==> src/rtl/maze_step_tracker_if.sv <==
// Command/response channel of the maze position tracker.
// Latency: n/a (signal bundle only).
// Backpressure: cmd_ready gates cmd_valid; responses are single-cycle pulses with no stall.
interface maze_step_tracker_if;
    logic       cmd_valid;
    logic       cmd_ready;
    logic       cmd_ret;
    logic [1:0] cmd_dir;
    logic       rsp_valid;
    logic       blocked;

    // Command issuer: drives commands, observes readiness and results.
    modport master (
        output cmd_valid, cmd_ret, cmd_dir,
        input  cmd_ready, rsp_valid, blocked
    );

    // Tracker: consumes commands, produces readiness and results.
    modport slave (
        input  cmd_valid, cmd_ret, cmd_dir,
        output cmd_ready, rsp_valid, blocked
    );
endinterface

==> src/rtl/maze_step_tracker.sv <==
// Maze position tracker: steps (row, colomn) one cell per command and undoes moves from a backtrack stack.
// Latency: position, rsp_valid and blocked update on the edge that accepts the command.
// Backpressure: cmd_ready drops for the response cycle, so at most one command every two cycles.
module maze_step_tracker #(
    parameter int ROW_W       = 4,
    parameter int COL_W       = 4,
    parameter int N_ROWS      = 16,
    parameter int N_COLS      = 16,
    parameter int STACK_DEPTH = 64,
    parameter int DW          = $clog2(STACK_DEPTH + 1)
) (
    input  logic               clk,
    input  logic               rst_n,
    input  logic               start,
    input  logic [ROW_W-1:0]   start_row,
    input  logic [COL_W-1:0]   start_colomn,
    maze_step_tracker_if.slave cmd,
    output logic [ROW_W-1:0]   row,
    output logic [COL_W-1:0]   colomn,
    output logic [DW-1:0]      depth,
    output logic               empty,
    output logic               full,
    output logic               at_goal
);

    // Stack index width; kept at least one bit so a depth-1 stack still has an address.
    localparam int AW = (STACK_DEPTH > 1) ? $clog2(STACK_DEPTH) : 1;
    // Two extra bits: one for the sign (0-1 must be seen as negative) and one so
    // that 2**W (one past the last cell of a full-width maze) does not wrap.
    localparam int RW = ROW_W + 2;
    localparam int CW = COL_W + 2;
    localparam logic signed [RW-1:0] ROW_LIM = RW'(N_ROWS);
    localparam logic signed [CW-1:0] COL_LIM = CW'(N_COLS);

    typedef enum logic [1:0] {IDLE, READY, RESP} state_t;

    state_t           state;
    logic [ROW_W-1:0] row_q;
    logic [COL_W-1:0] col_q;
    logic [DW-1:0]    depth_q;
    logic             ready_q;
    logic             rsp_q;
    logic             blk_q;

    logic [1:0] stack [STACK_DEPTH];

    logic [DW-1:0]          depth_m1;
    logic [1:0]             top_dir;
    logic [1:0]             eff_dir;
    logic signed [RW-1:0]   d_row;
    logic signed [CW-1:0]   d_col;
    logic signed [RW-1:0]   cand_row;
    logic signed [CW-1:0]   cand_col;
    logic                   oob;
    logic                   blk;
    logic                   accept;
    logic                   push;

    assign empty   = (depth_q == '0);
    assign full    = (depth_q == DW'(STACK_DEPTH));
    assign at_goal = (row_q == ROW_W'(N_ROWS - 1)) && (col_q == COL_W'(N_COLS - 1));

    assign row           = row_q;
    assign colomn        = col_q;
    assign depth         = depth_q;
    assign cmd.cmd_ready = ready_q;
    assign cmd.rsp_valid = rsp_q;
    assign cmd.blocked   = blk_q;

    // start wins over a command presented in the same cycle.
    assign accept   = (state == READY) && cmd.cmd_valid && !start;
    assign push     = accept && !cmd.cmd_ret && !blk;
    assign depth_m1 = depth_q - DW'(1);

    // Candidate position and rejection decision for the command at the input.
    always_comb begin
        top_dir = stack[depth_m1[AW-1:0]];
        // Undoing direction d means moving in ~d: 0<->3 and 1<->2.
        eff_dir = cmd.cmd_ret ? ~top_dir : cmd.cmd_dir;
        d_row   = '0;
        d_col   = '0;
        case (eff_dir)
            2'd0:    d_col = CW'(1);
            2'd1:    d_row = RW'(1);
            2'd2:    d_row = {RW{1'b1}};
            default: d_col = {CW{1'b1}};
        endcase
        cand_row = $signed({2'b00, row_q}) + d_row;
        cand_col = $signed({2'b00, col_q}) + d_col;
        oob      = cand_row[RW-1] || (cand_row >= ROW_LIM) ||
                   cand_col[CW-1] || (cand_col >= COL_LIM);
        // A pop always lands on a previously visited cell, so only emptiness matters.
        blk      = cmd.cmd_ret ? empty : (oob || full);
    end

    // Control FSM with registered handshake outputs, position and depth.
    always_ff @(posedge clk or negedge rst_n) begin
        if (!rst_n) begin
            state   <= IDLE;
            row_q   <= '0;
            col_q   <= '0;
            depth_q <= '0;
            ready_q <= 1'b0;
            rsp_q   <= 1'b0;
            blk_q   <= 1'b0;
        end else if (start) begin
            state   <= READY;
            row_q   <= start_row;
            col_q   <= start_colomn;
            depth_q <= '0;
            ready_q <= 1'b1;
            rsp_q   <= 1'b0;
            blk_q   <= 1'b0;
        end else begin
            case (state)
                IDLE: begin
                    ready_q <= 1'b0;
                    rsp_q   <= 1'b0;
                end
                READY: begin
                    if (accept) begin
                        state   <= RESP;
                        ready_q <= 1'b0;
                        rsp_q   <= 1'b1;
                        blk_q   <= blk;
                        if (!blk) begin
                            row_q   <= cand_row[ROW_W-1:0];
                            col_q   <= cand_col[COL_W-1:0];
                            depth_q <= cmd.cmd_ret ? depth_m1 : depth_q + DW'(1);
                        end
                    end
                end
                RESP: begin
                    state   <= READY;
                    ready_q <= 1'b1;
                    rsp_q   <= 1'b0;
                end
                default: begin
                    state   <= IDLE;
                    ready_q <= 1'b0;
                    rsp_q   <= 1'b0;
                end
            endcase
        end
    end

    // Backtrack stack storage; contents are don't-care after reset or start.
    always_ff @(posedge clk) begin
        if (push) begin
            stack[depth_q[AW-1:0]] <= cmd.cmd_dir;
        end
    end

endmodule
==> src/flat_wrapper.sv <==
// flat-port wrapper written by rule: the top's interface ports become plain ports
module maze_step_tracker_flat 
#(
    parameter int ROW_W       = 4,
    parameter int COL_W       = 4,
    parameter int N_ROWS      = 16,
    parameter int N_COLS      = 16,
    parameter int STACK_DEPTH = 64,
    parameter int DW          = $clog2(STACK_DEPTH + 1)
)
  (clk, rst_n, start, start_row, start_colomn, row, colomn, depth, empty, full, at_goal, cmd_cmd_valid, cmd_cmd_ret, cmd_cmd_dir, cmd_cmd_ready, cmd_rsp_valid, cmd_blocked);
  maze_step_tracker_if cmd_i ();
  input  logic clk;
  input  logic rst_n;
  input  logic start;
  input  logic [ROW_W-1:0] start_row;
  input  logic [COL_W-1:0] start_colomn;
  output logic [ROW_W-1:0] row;
  output logic [COL_W-1:0] colomn;
  output logic [DW-1:0] depth;
  output logic empty;
  output logic full;
  output logic at_goal;
  input wire logic [$bits(cmd_i.cmd_valid)-1:0] cmd_cmd_valid;
  input wire logic [$bits(cmd_i.cmd_ret)-1:0] cmd_cmd_ret;
  input wire logic [$bits(cmd_i.cmd_dir)-1:0] cmd_cmd_dir;
  output wire logic [$bits(cmd_i.cmd_ready)-1:0] cmd_cmd_ready;
  output wire logic [$bits(cmd_i.rsp_valid)-1:0] cmd_rsp_valid;
  output wire logic [$bits(cmd_i.blocked)-1:0] cmd_blocked;
  assign cmd_i.cmd_valid = cmd_cmd_valid;
  assign cmd_i.cmd_ret = cmd_cmd_ret;
  assign cmd_i.cmd_dir = cmd_cmd_dir;
  assign cmd_cmd_ready = cmd_i.cmd_ready;
  assign cmd_rsp_valid = cmd_i.rsp_valid;
  assign cmd_blocked = cmd_i.blocked;
  maze_step_tracker #(.ROW_W(ROW_W), .COL_W(COL_W), .N_ROWS(N_ROWS), .N_COLS(N_COLS), .STACK_DEPTH(STACK_DEPTH), .DW(DW)) u_core (.clk(clk), .rst_n(rst_n), .start(start), .start_row(start_row), .start_colomn(start_colomn), .cmd(cmd_i), .row(row), .colomn(colomn), .depth(depth), .empty(empty), .full(full), .at_goal(at_goal));
endmodule
==> config.mk <==
export PLATFORM = sky130hd
export DESIGN_NAME = maze_step_tracker_flat
export DESIGN_NICKNAME = d
export VERILOG_FILES = /design/src/rtl/maze_step_tracker_if.sv /design/src/rtl/maze_step_tracker.sv /design/src/flat_wrapper.sv
export SDC_FILE = /design/constraint.sdc
export NUM_CORES = 1
export LEC_CHECK = 0
export ABC_AREA = 1
export CAP_MARGIN = 5
export CORE_MARGIN = 4
export CORE_UTILIZATION = 40
export DETAILED_ROUTE_END_ITERATION = 8
export DONT_BUFFER_PORTS = 1
export PLACE_DENSITY_LB_ADDON = 0.1
export SYNTH_ARGS = -nofsm -noshare
export SYNTH_HDL_FRONTEND = slang
export SYNTH_SLANG_ARGS = --single-unit
==> constraint.sdc <==
create_clock -name clk -period 8.1 [get_ports clk]
set_input_delay 1.62 -clock clk [delete_from_list [all_inputs] [get_ports clk]]
set_output_delay 1.62 -clock clk [all_outputs]
set_load 0.01 [all_outputs]
==> results.yml <==
critical_path:
  crit_start: "u_core.depth[0]$_DFFE_PN0P_"
  reg2reg_slack_ns: 2.28
  endpoint: "u_core.stack[14][0]$_DFFE_PP_"
  worstPathArrival_ns: 5.92
  crit_slowest_cell: "buf_4"
  slowest_delay_ns: 0.56
  start_kind: "flip-flop"
  r2r-start: "u_core.depth[0]$_DFFE_PN0P_"
  cpMostUsedCell: "nand3_1"
  critPathMaxFanout: 72
  r2r-end: "u_core.stack[14][0]$_DFFE_PP_"
  required_ns: 8.20
  r2r_cells: 28
  critPathKind: "reg2reg"
  endpoint_kind: "flip-flop"
detailed_routing:
  wl_per_cell_um: 18.55
  viasPerCell: 5.360
  drt_wl_total_mm: 18.75
  initialDrtViolationCount: 478
  dr_total_vias: 5419
  antenna_left: 0
  dr.pass1.iters: 5
  drcViolationCount: 0
sta:
  rsz0062_at_grt: "false"
  setup_viol: 0
  tns_ns: 0
  period_share: 0.7187
  relSlewSlack: 0.4582
  skew_ns: 0.01372
  final_hold_viol_count: 0
  whs_ns: 0.5227
  fmax_mhz: 171.8
  worstMarginPinSlew_ns: 0.8127
  maxSlewViolCount: 0
  min_period_ns: 5.821
global_routing:
  grt_util_all_layers: 0.1910
  grt_max_degree: 73
  gr-total-overflow: 0
  antenna_found_initial: 0
  grt_pass1_wl_mm: 29.33
  grt_pass1_vias: 5335
pwr:
  comb_power_share: 0.472
  p_leak_nw: 3.237
  p_sw_mw: 1.558
  ir_drop_mv: 0.1993
  clockPowerShare: 0.250
  p_sw_frac: 0.4436
  p_per_area_mw_per_mm2: 432.9
  p_int_mw: 1.954
  p_seq_frac: 0.278
synth:
  yosysMostFrequentCell: "nand2_1"
  ys_top_cells_by_area: "edfxtp_1 (53%), nand2_1 (9.7%), nand3_1 (8.0%), nor2_1 (7.6%), dfrtp_1 (6.9%)"
  synth_area_mm2: 0.007284
  synth_area_leader_cell: "edfxtp_1"
  synth_fp_nets: 805
  yosys_most_used_dff: "edfxtp_1"
  ys_ff_latch: 148
  syn_area_per_cell_um2: 9.351
  synth_edf_count: 128
  synth_cell_types: 31
  yosysWarnings: 0
  netlist_instances: 779
  ys_top_cells_by_count: "nand2_1 (188), nor2_1 (148), edfxtp_1 (128), nand3_1 (117), inv_1 (40)"
  yosysTopAreaCellShare: 0.5277
  ys_async_sr_fraction: 0.1351
  yosysSeqAreaShare: 0.5964
layout:
  nFillCells: 1715
  num_antenna_cells: 0
  fin_area_mm2: 0.008112
  fin_util: 0.4516
  fin_nets: 795
  area_growth_pct: 11.35
  drive_gt1_frac: 0.07673
outcome:
  outcome: "complete, no violations"
place:
  io_buffers: 0
  dpl_cell_area_mm2: 0.007446
  gp_congestion: 0.8280
  hpwlAfterDp_mm: 11.80
clock_network:
  htree_levels: 4
  cts.clk_slew.worst_paths_ns: 0.06
  ctsLongestPathBuffers: 2
  numCtsBuffers: 17
  clock_latency_ns: 0.43
  cts_hold_buf: 0
  post_cts_buffers: 0
  tritoncts: "yes"
  cts_root_buf: "clkbuf_16"
  clock-sinks: 148
  cts_resized: 0
die:
  pin_count: 36
  std_cell_rows: 49
  design.die.area_mm2: 0.02043
  die_y_um: 143.0
  die_x_um: 143.0
  start_util: 0.4055
  core_mm2: 0.01796
run:
  cap_viol_max_count: 0
min_path:
  hp-class: "reg2reg"
[registers in the layout, indices dropped and copies added (netlist names)]
signal and flops:
u_core.cmd.rsp_valid 1, u_core.state 2, u_core.cmd.cmd_ready 1, u_core.cmd.blocked 1, u_core.row 4, u_core.depth 7
u_core.stack 128, u_core.colomn 4
[cells by family after synthesis]
| family | Yosys count | share of synthesized area |
|---|---|---|
| adders and majority gates | 11 | 0.01889 |
| AOI/OAI and AO/OA | 55 | 0.04071 |
| DFF | 148 | 0.5964 |
| xor gates and xnor gates | 10 | 0.01718 |
| buffers and inverters | 78 | 0.04466 |
| and+or+nand+nor | 477 | 0.2822 |
[cell type report]
cell class	instances	area [um2]	area share
well taps	229	286.5	0.03532
inverters	45	168.9	0.02082
flip-flops and latches	148	4345	0.5357
multi-input cells	553	2615	0.3224
clock inverters	11	195.2	0.02406
repair buffers	4	30.03	0.003702
clock buffers	21	470.5	0.05800
[power groups by stage]
stage               registers, mW  logic [mW]  clock network, mW
floorplan                   0.942        1.26                  0
global placement            0.990        1.65                  0
detailed placement          0.991        1.66                  0
CTS                         0.975        1.67              0.892
global route                0.984        1.87              0.923
finish                      0.975        1.66              0.878
[layout by cell type, fill, tap and decap left out, types with 2 or more instances in the layout]
master,instances
nor2_2,2
inv_2,4
nand2_4,9
xor2_1,5
buf_4,4
nand2_1,188
edfxtp_1,128
o211ai_1,2
nor2_1,148
a211oi_1,4
ha_1,11
clkbuf_8,3
or2_2,3
nand4_1,4
nand3_1,117
inv_1,40
o21ai_0,39
clkinv_2,2
bufinv_16,5
a21oi_1,8
clkinv_4,2
clkbuf_16,17
xnor2_1,3
dfrtp_1,19
inv_6,2
nor3_1,3
[layer usage]
metal	share of wire	track usage	routed length (um)
met1	0.44	0.2498	8254
met2	0.49	0.3133	9238
met5	0	0	0
met3	0.043	0.03751	811
met4	0.024	0.07754	446
[through the flow]
step,total power [mW],instances,worst slack (ns)
2_1_floorplan,2.199,779,3.854
3_3_place_gp,2.638,979,2.363
3_5_place_dp,2.651,979,2.223
4_1_cts,3.536,1011,2.210
5_1_grt,3.778,1011,1.686
6_report,3.512,1011,2.279
[critical path: cells and delay by family (launching register included)]
kind            cells  cell delay (ns)
fa+ha+maj           3             0.74
compound gates      1             0.09
simple gates       18             2.54
buf+inv             6             1.66
flops               1             0.40
[worst min-delay path by stage]
stage,startpoint,endpoint,slack (ns),cells past startpoint
final,u_core.state[1]$_DFFE_PN0P_,u_core.state[0]$_DFFE_PN0P_,0.52,2
after global routing,u_core.cmd.rsp_valid$_DFFE_PN0P_,u_core.cmd.rsp_valid$_DFFE_PN0P_,0.57,1
after CTS,u_core.state[1]$_DFFE_PN0P_,u_core.state[0]$_DFFE_PN0P_,0.53,2
after detailed placement,u_core.state[1]$_DFFE_PN0P_,u_core.state[0]$_DFFE_PN0P_,0.52,2
after global placement,u_core.state[1]$_DFFE_PN0P_,u_core.state[0]$_DFFE_PN0P_,0.51,2
after floorplan,u_core.state[1]$_DFFE_PN0P_,u_core.state[0]$_DFFE_PN0P_,0.49,2
(Power assumes the default switching activity.)
